===== src/rtl/inst_fetch_pkg.sv =====
// inst_fetch_pkg: shared types and constants for the instruction fetch stage.
package inst_fetch_pkg;
    typedef logic [15:0] reg_value_t;
    localparam reg_value_t INST_NOP = 16'h0800;
    localparam logic [4:0] OP_B = 5'b00010;
    typedef enum logic {
        FETCH_BOOT,
        FETCH_RUN
    } fetch_state_e;
endpackage


===== src/rtl/inst_fetch_next_pc.sv =====
// fetch_next_pc: sequential next PC, plus early resolution of unconditional B
// when FETCH_EARLY_BRANCH_EN is defined.
module fetch_next_pc
    import inst_fetch_pkg::*;
(
    input  reg_value_t pc_i,
    input  reg_value_t mem_data_i,
    output reg_value_t next_pc_o,
    output logic       taken_o
);
`ifdef FETCH_EARLY_BRANCH_EN
    assign taken_o   = mem_data_i[15:11] == OP_B;
    assign next_pc_o = pc_i + 16'd1 + (taken_o ? {{5{mem_data_i[10]}}, mem_data_i[10:0]} : 16'd0);
`else
    logic unused_mem_data;
    assign unused_mem_data = ^mem_data_i;
    assign taken_o   = 1'b0;
    assign next_pc_o = pc_i + 16'd1;
`endif
endmodule


===== src/rtl/inst_fetch.sv =====
// inst_fetch: PC, instruction-memory address and IF/ID register with stall and
// redirect handling; FETCH_EARLY_BRANCH_EN enables fetch-time resolution of B.
module inst_fetch
    import inst_fetch_pkg::*;
#(
    parameter reg_value_t RESET_PC = 16'h0000
) (
    input  logic       clk,
    input  logic       rst,
    input  logic       stall,
    input  logic       branch_en,
    input  reg_value_t branch_target,
    output reg_value_t mem_addr,
    input  reg_value_t mem_data,
    output reg_value_t if_pc,
    output reg_value_t if_inst,
    output logic       if_valid,
    output logic       if_pred_taken
);
    fetch_state_e state_q, state_d;
    reg_value_t   pc_q, pc_d, if_pc_q, if_pc_d, if_inst_q, if_inst_d, npc;
    logic         if_valid_q, if_valid_d, if_pred_q, if_pred_d, taken;

    fetch_next_pc u_next_pc (
        .pc_i      (pc_q),
        .mem_data_i(mem_data),
        .next_pc_o (npc),
        .taken_o   (taken)
    );

    always_comb begin
        state_d    = FETCH_RUN;
        pc_d       = pc_q;
        if_pc_d    = if_pc_q;
        if_inst_d  = if_inst_q;
        if_valid_d = if_valid_q;
        if_pred_d  = if_pred_q;
        if (state_q == FETCH_RUN) begin
            // A redirect overrides stall: the wrong-path word is squashed to a bubble.
            if (branch_en) begin
                pc_d       = branch_target;
                if_inst_d  = INST_NOP;
                if_valid_d = 1'b0;
                if_pred_d  = 1'b0;
            end else if (!stall) begin
                pc_d       = npc;
                if_pc_d    = pc_q;
                if_inst_d  = mem_data;
                if_valid_d = 1'b1;
                if_pred_d  = taken;
            end
        end
    end

    always_ff @(posedge clk or negedge rst) begin
        if (!rst) begin
            state_q    <= FETCH_BOOT;
            pc_q       <= RESET_PC;
            if_pc_q    <= 16'h0000;
            if_inst_q  <= INST_NOP;
            if_valid_q <= 1'b0;
            if_pred_q  <= 1'b0;
        end else begin
            state_q    <= state_d;
            pc_q       <= pc_d;
            if_pc_q    <= if_pc_d;
            if_inst_q  <= if_inst_d;
            if_valid_q <= if_valid_d;
            if_pred_q  <= if_pred_d;
        end
    end

    assign mem_addr      = pc_q;
    assign if_pc         = if_pc_q;
    assign if_inst       = if_inst_q;
    assign if_valid      = if_valid_q;
    assign if_pred_taken = if_pred_q;
endmodule


===== config.mk =====
export PLATFORM = sky130hd
export DESIGN_NAME = inst_fetch
export DESIGN_NICKNAME = d
export VERILOG_FILES = /design/src/rtl/inst_fetch_pkg.sv /design/src/rtl/inst_fetch_next_pc.sv /design/src/rtl/inst_fetch.sv
export SDC_FILE = /design/constraint.sdc
export NUM_CORES = 1
export LEC_CHECK = 0
export ABC_AREA = 1
export BUFFER_PORTS_ARGS = -buffer_cell sky130_fd_sc_hd__buf_2
export CAP_MARGIN = 20
export CELL_PAD_IN_SITES_DETAIL_PLACEMENT = 0
export CELL_PAD_IN_SITES_GLOBAL_PLACEMENT = 2
export CORE_MARGIN = 4
export CORE_UTILIZATION = 28
export DETAILED_ROUTE_END_ITERATION = 7
export GPL_ROUTABILITY_DRIVEN = 0
export PLACE_DENSITY = 0.85
export SLEW_MARGIN = 15
export SYNTH_ARGS = -nofsm -noshare
export SYNTH_HDL_FRONTEND = slang
export SYNTH_HIERARCHICAL = 1
export SYNTH_SLANG_ARGS = --single-unit

===== constraint.sdc =====
create_clock -name clk -period 1.5 [get_ports clk]
set_input_delay 0.15 -clock clk [delete_from_list [all_inputs] [get_ports clk]]
set_output_delay 0.15 -clock clk [all_outputs]
set_load 0.02 [all_outputs]

==> out/qor_table.md <==
| Step | Parameter | Reported |
| --- | --- | --- |
| synthesis | Number of synthesized register bits | 51 |
| setup path | Data required time of the critical path | 1.70 ns |
| clock tree | Reg clk slew, reported paths | 0.10 ns |
| global routing | GRT overflow | 0 |
| final layout | Fillcell total | 1,003 |
| synthesis | Complex-gate fraction of the synthesized area | 1.17% |
| sta | Number of slew-limit violations in the final report | 0 |
| power and ir drop | Power density of the placed cells | 1130 nW/um^2 |
| hold path | Worst min path class | in2reg |
| clock tree | Clock latency on the worst-skew pair | 0.31 ns |
| setup path | Origin of the critical flop-to-flop path | mem_addr[0]$_DFFE_PN0P_ |
| sta | Worst clock skew on the final layout | 0.00751 ns |
| floorplanning | Core Footprint | 9240 sq um |
| sta | Endpoints failing hold | 0 |
| setup path | Most repeated library cell on the critical path | sky130_fd_sc_hd__nand2_1 |
| sta | Setup-failing EPs final | 0 |
| final layout | Total area of multi-input combinational cells | 1220 sq um |
| setup path | Maximum cell stage delay along the critical path | 0.37 ns |
| sta | Hold WS | 0.0639 ns |
| clock tree | Cell at the root of the clock tree | sky130_fd_sc_hd__clkbuf_8 |
| final layout | Fraction of final layout cells sized beyond drive strength 1 | 31.0% |
| place | DP Cell Count | 558 |
| synthesis | Synthesized instance count | 347 |
| global routing | GRT Total Usage | 13.6% |
| synthesis | Share of the synthesized area in the top cell type | 46.9% |
| global routing | Largest net degree at the start of global routing | 52 |
| routing | Routed vias/inst | 4.32 |
| final layout | Total inserted antenna cells | 0 |
| synthesis | Area share of and/or/nand/nor cells after synthesis | 41.2% |
| clock tree | TritonCTS clock tree | yes |
| setup path | Cell with the largest stage delay on the worst path | sky130_fd_sc_hd__dfrtp_1 |
| run status | Status | finished, final reports clean |
| setup path | Kind of critical path | reg2reg |
| final layout | Final net count | 475 |
| place | Post-DP HPWL | 5.29 mm |
| routing | Post-detailed-routing wire length | 7.48 mm |
| setup path | End of the worst register-to-register path | mem_addr[10]$_DFFE_PN0P_ |
| sta | Max Clk Rate | 724 MHz |
| synthesis | Synthesis warning total | 6 |
| routing | Iteration-0 DRC count of the detailed router | 73 |
| power and ir drop | Leakage | 1.94 nW |
| setup path | Length in cells of the worst reg-to-reg path | 10 |
| synthesis | Cell area after technology mapping | 2670 sq um |
| sta | Setup TNS | 0 ns |
| run | Max_cap viols | 0 |
| final layout | Final cell count without fillers | 568 |
| synthesis | Adder-Cell Fraction of Synth Area | 0.469% |
| global routing | Wire length of the first global-routing pass | 12.4 mm |
| final layout | Storage element area | 1280 sq um |
| routing | Number of vias in the routed layout | 2,451 |
| final layout | Final core utilization | 36.8% |
| hold path | Critical hold path startpoint | mem_data[14] |
| synthesis | Dominant combinational cell family by area after synthesis | simple AND/OR/NAND/NOR gates |
| routing | Number of DRC violations after detailed routing | 0 |
| floorplanning | Top-level I/O count | 86 |
| synthesis | Sequential share of the synthesized area | 47.8% |
| sta | Final Critical Period | 1.38 ns |
| clock tree | Maximum buffer depth of the clock tree | 2 |
| routing | Count of nets left with antenna violations after detail routing | 0 |
| synthesis | XOR/XNOR Fraction of Synth Area | 2.30% |
| final layout | Most frequent standard cell in the layout excluding fill and tap cells | sky130_fd_sc_hd__nand2_1 |
| synthesis | Portion of netlist area occupied by mux cells | 0% |
| global routing | Initial antenna violation count | 0 |
| global routing | Via count of the first global-routing pass | 2,420 |
| setup path | Sort of element at the start of the critical path | flop |
| synthesis | Cell types with the largest area share after synthesis | sky130_fd_sc_hd__dfrtp_1 47%, sky130_fd_sc_hd__nand2_1 27%, sky130_fd_sc_hd__nand3_1 6.9% |
| synthesis | Post-Synthesis Net Count | 384 |
| sta | Post-route fraction of the period consumed by the critical path | 92.1% |
| hold path | Worst hold path endpoint | if_inst[14]$_DFFE_PN0P_ |
| place | Port-buffer cells | 85 |
| synthesis | Library cells used by synthesis | 27 |
| synthesis | Syn Area/Cell | 7.69 sq um |
| clock tree | Sinks on the clock net | 51 |
| clock tree | H-tree levels | 2 |
| floorplanning | Rows | 35 |
| sta | RSZ-0062 raised after global routing | true |
| routing | Number of optimization iterations in the first detailed-route pass | 4 |
| setup path | Kind of end point of the critical path | flop |
| floorplanning | Area of the die | 11,200 sq um |
| synthesis | Cell accounting for the most synthesized area | sky130_fd_sc_hd__dfrtp_1 |
| final layout | Area growth from synthesis to layout | 27.5% |
| setup path | Data arrival time at the worst-slack endpoint | 1.58 ns |
| setup path | Biggest fanout along the worst timing path | 3 |
| setup path | List of cells traversed by the critical path | ha_2 -> nand3_2 -> inv_2 -> nand2_2 -> o21ai_1 -> nand2_1 -> nand2_1 -> nand2_1 -> nand2_1 -> nand2_1 |
| setup path | Register-to-Register Setup Slack | 0.12 ns |
| power and ir drop | Largest vdd supply drop | 0.418 mV |
| floorplanning | Initial Utilization | 28.9% |
| floorplanning | Die extent in x | 106 microns |
| routing | Routed wire per std cell | 13.2 microns |
| floorplanning | Vert. Die Dim | 106 microns |
| clock tree | CTS Buf Count | 5 |
| hold path | Count of cells along the worst hold path | 3 |
| final layout | Highest-count cells in the layout ignoring fill and taps | 189 x sky130_fd_sc_hd__nand2_1, 85 x sky130_fd_sc_hd__buf_2, 46 x sky130_fd_sc_hd__dfrtp_1, 37 x sky130_fd_sc_hd__nand3_1, 12 x sky130_fd_sc_hd__buf_4 |
==> synth_stat cells <==
| cell | n |
|---|---|
| sky130_fd_sc_hd__xnor2_1 | 4 |
| sky130_fd_sc_hd__buf_4 | 5 |
| sky130_fd_sc_hd__inv_2 | 1 |
| sky130_fd_sc_hd__nor2_4 | 4 |
| sky130_fd_sc_hd__buf_6 | 7 |
| sky130_fd_sc_hd__dfrtp_1 | 50 |
| sky130_fd_sc_hd__inv_4 | 1 |
| sky130_fd_sc_hd__a21oi_4 | 1 |
| sky130_fd_sc_hd__inv_1 | 9 |
| sky130_fd_sc_hd__nand2_2 | 6 |
| sky130_fd_sc_hd__dfstp_2 | 1 |
| sky130_fd_sc_hd__nand3_1 | 37 |
| sky130_fd_sc_hd__xor2_1 | 3 |
| sky130_fd_sc_hd__buf_1 | 1 |
| sky130_fd_sc_hd__nand3b_1 | 1 |
| sky130_fd_sc_hd__nor2_2 | 6 |
| sky130_fd_sc_hd__nand4_1 | 3 |
| sky130_fd_sc_hd__nand2_1 | 189 |
| sky130_fd_sc_hd__clkbuf_1 | 2 |
| sky130_fd_sc_hd__nand3_2 | 1 |
| sky130_fd_sc_hd__buf_2 | 1 |
| sky130_fd_sc_hd__conb_1 | 2 |
| sky130_fd_sc_hd__ha_1 | 1 |
| sky130_fd_sc_hd__nand2_4 | 3 |
| sky130_fd_sc_hd__clkinv_1 | 1 |
| sky130_fd_sc_hd__o21ai_1 | 3 |
| sky130_fd_sc_hd__nor2_1 | 4 |
==> cell type report <==
| class | instances | share of cell area [%] |
|---|---|---|
| Multi-Input combinational cell | 268 | 36.0 |
| Tap cell | 129 | 4.74 |
| Inverter | 12 | 1.40 |
| Clock inverter | 2 | 1.14 |
| Clock buffer | 6 | 2.43 |
| Sequential cell | 51 | 37.7 |
| Timing Repair Buffer | 100 | 16.6 |
==> power by group <==
part | leakage, nW | switching, mW | total (mW) | internal [mW]
sequential | 0.654 | 0.173 | 1.74 | 1.57
combinational | 1.23 | 0.689 | 1.07 | 0.386
clock | 0.0618 | 0.491 | 1.04 | 0.550
==> state kept, by name, summed over array words and instances (netlist names) <==
register       flops
if_inst           16
if_pc             16
state_q            1
if_pred_taken      1
mem_addr          16
if_valid           1
==> layer usage <==
layer / GRT usage (%) / part of all wire, % / vias to the layer above
li1: - / - / 1250
met5: 0 / 0 / -
met3: 2.57 / 4.9 / 5
met1: 19.1 / 49 / 1131
met4: 3.15 / 0.86 / 0
met2: 21.8 / 45 / 65
==> worst max-delay path: cells and delay by family (launching register included) <==
| family | cells | cell delay [ns] |
|---|---|---|
| AO/OA/AOI/OAI | 1 | 0.13 |
| AND/OR/NAND/NOR | 7 | 0.48 |
| flip-flops | 1 | 0.37 |
| adder cells (fa/ha/maj) | 1 | 0.20 |
| buffers and inverters | 1 | 0.11 |
==> kinds of logic (layout without fill, tap and decap cells) <==
| kind of cell | Yosys count | in the layout |
|---|---|---|
| AO/OA/AOI/OAI | 4 | 4 |
| XOR/XNOR | 7 | 7 |
| adder cells (fa/ha/maj) | 1 | 1 |
| buffers and inverters | 28 | 120 |
| flip-flops | 51 | 51 |
| other | 2 | 2 |
| AND/OR/NAND/NOR | 254 | 254 |
==> stage by stage <==
stage	cell area, sq um	setup slack, ns	power [mW]
after floorplan	2670	0.0153	2.39
final	3400	0.118	3.86
after global placement	3250	0.0952	2.84
after global routing	3400	-0.0171	4.13
after CTS	3380	0.0704	3.91
after detailed placement	3250	0.0912	2.85
==> worst max-delay path by stage <==
stage                            start                        to  slack, ns
6_report       mem_addr[0]$_DFFE_PN0P_  mem_addr[10]$_DFFE_PN0P_       0.12
5_1_grt        mem_addr[0]$_DFFE_PN0P_  mem_addr[10]$_DFFE_PN0P_      -0.02
4_1_cts        mem_addr[2]$_DFFE_PN0P_  mem_addr[11]$_DFFE_PN0P_       0.07
3_5_place_dp   mem_addr[2]$_DFFE_PN0P_  mem_addr[11]$_DFFE_PN0P_       0.09
3_3_place_gp   mem_addr[2]$_DFFE_PN0P_  mem_addr[11]$_DFFE_PN0P_        0.1
2_1_floorplan  mem_addr[1]$_DFFE_PN0P_  mem_addr[14]$_DFFE_PN0P_       0.02
==> timing repair <==
item                                   in CTS  in global routing
setup endpoints to repair                   0                  8
gates resized for setup                     0                  7
buffers inserted                            0                  1
hold buffers                                1                  0
endpoints found under the hold margin      50                  0
No activity file was read; power rests on OpenSTA's default activity.
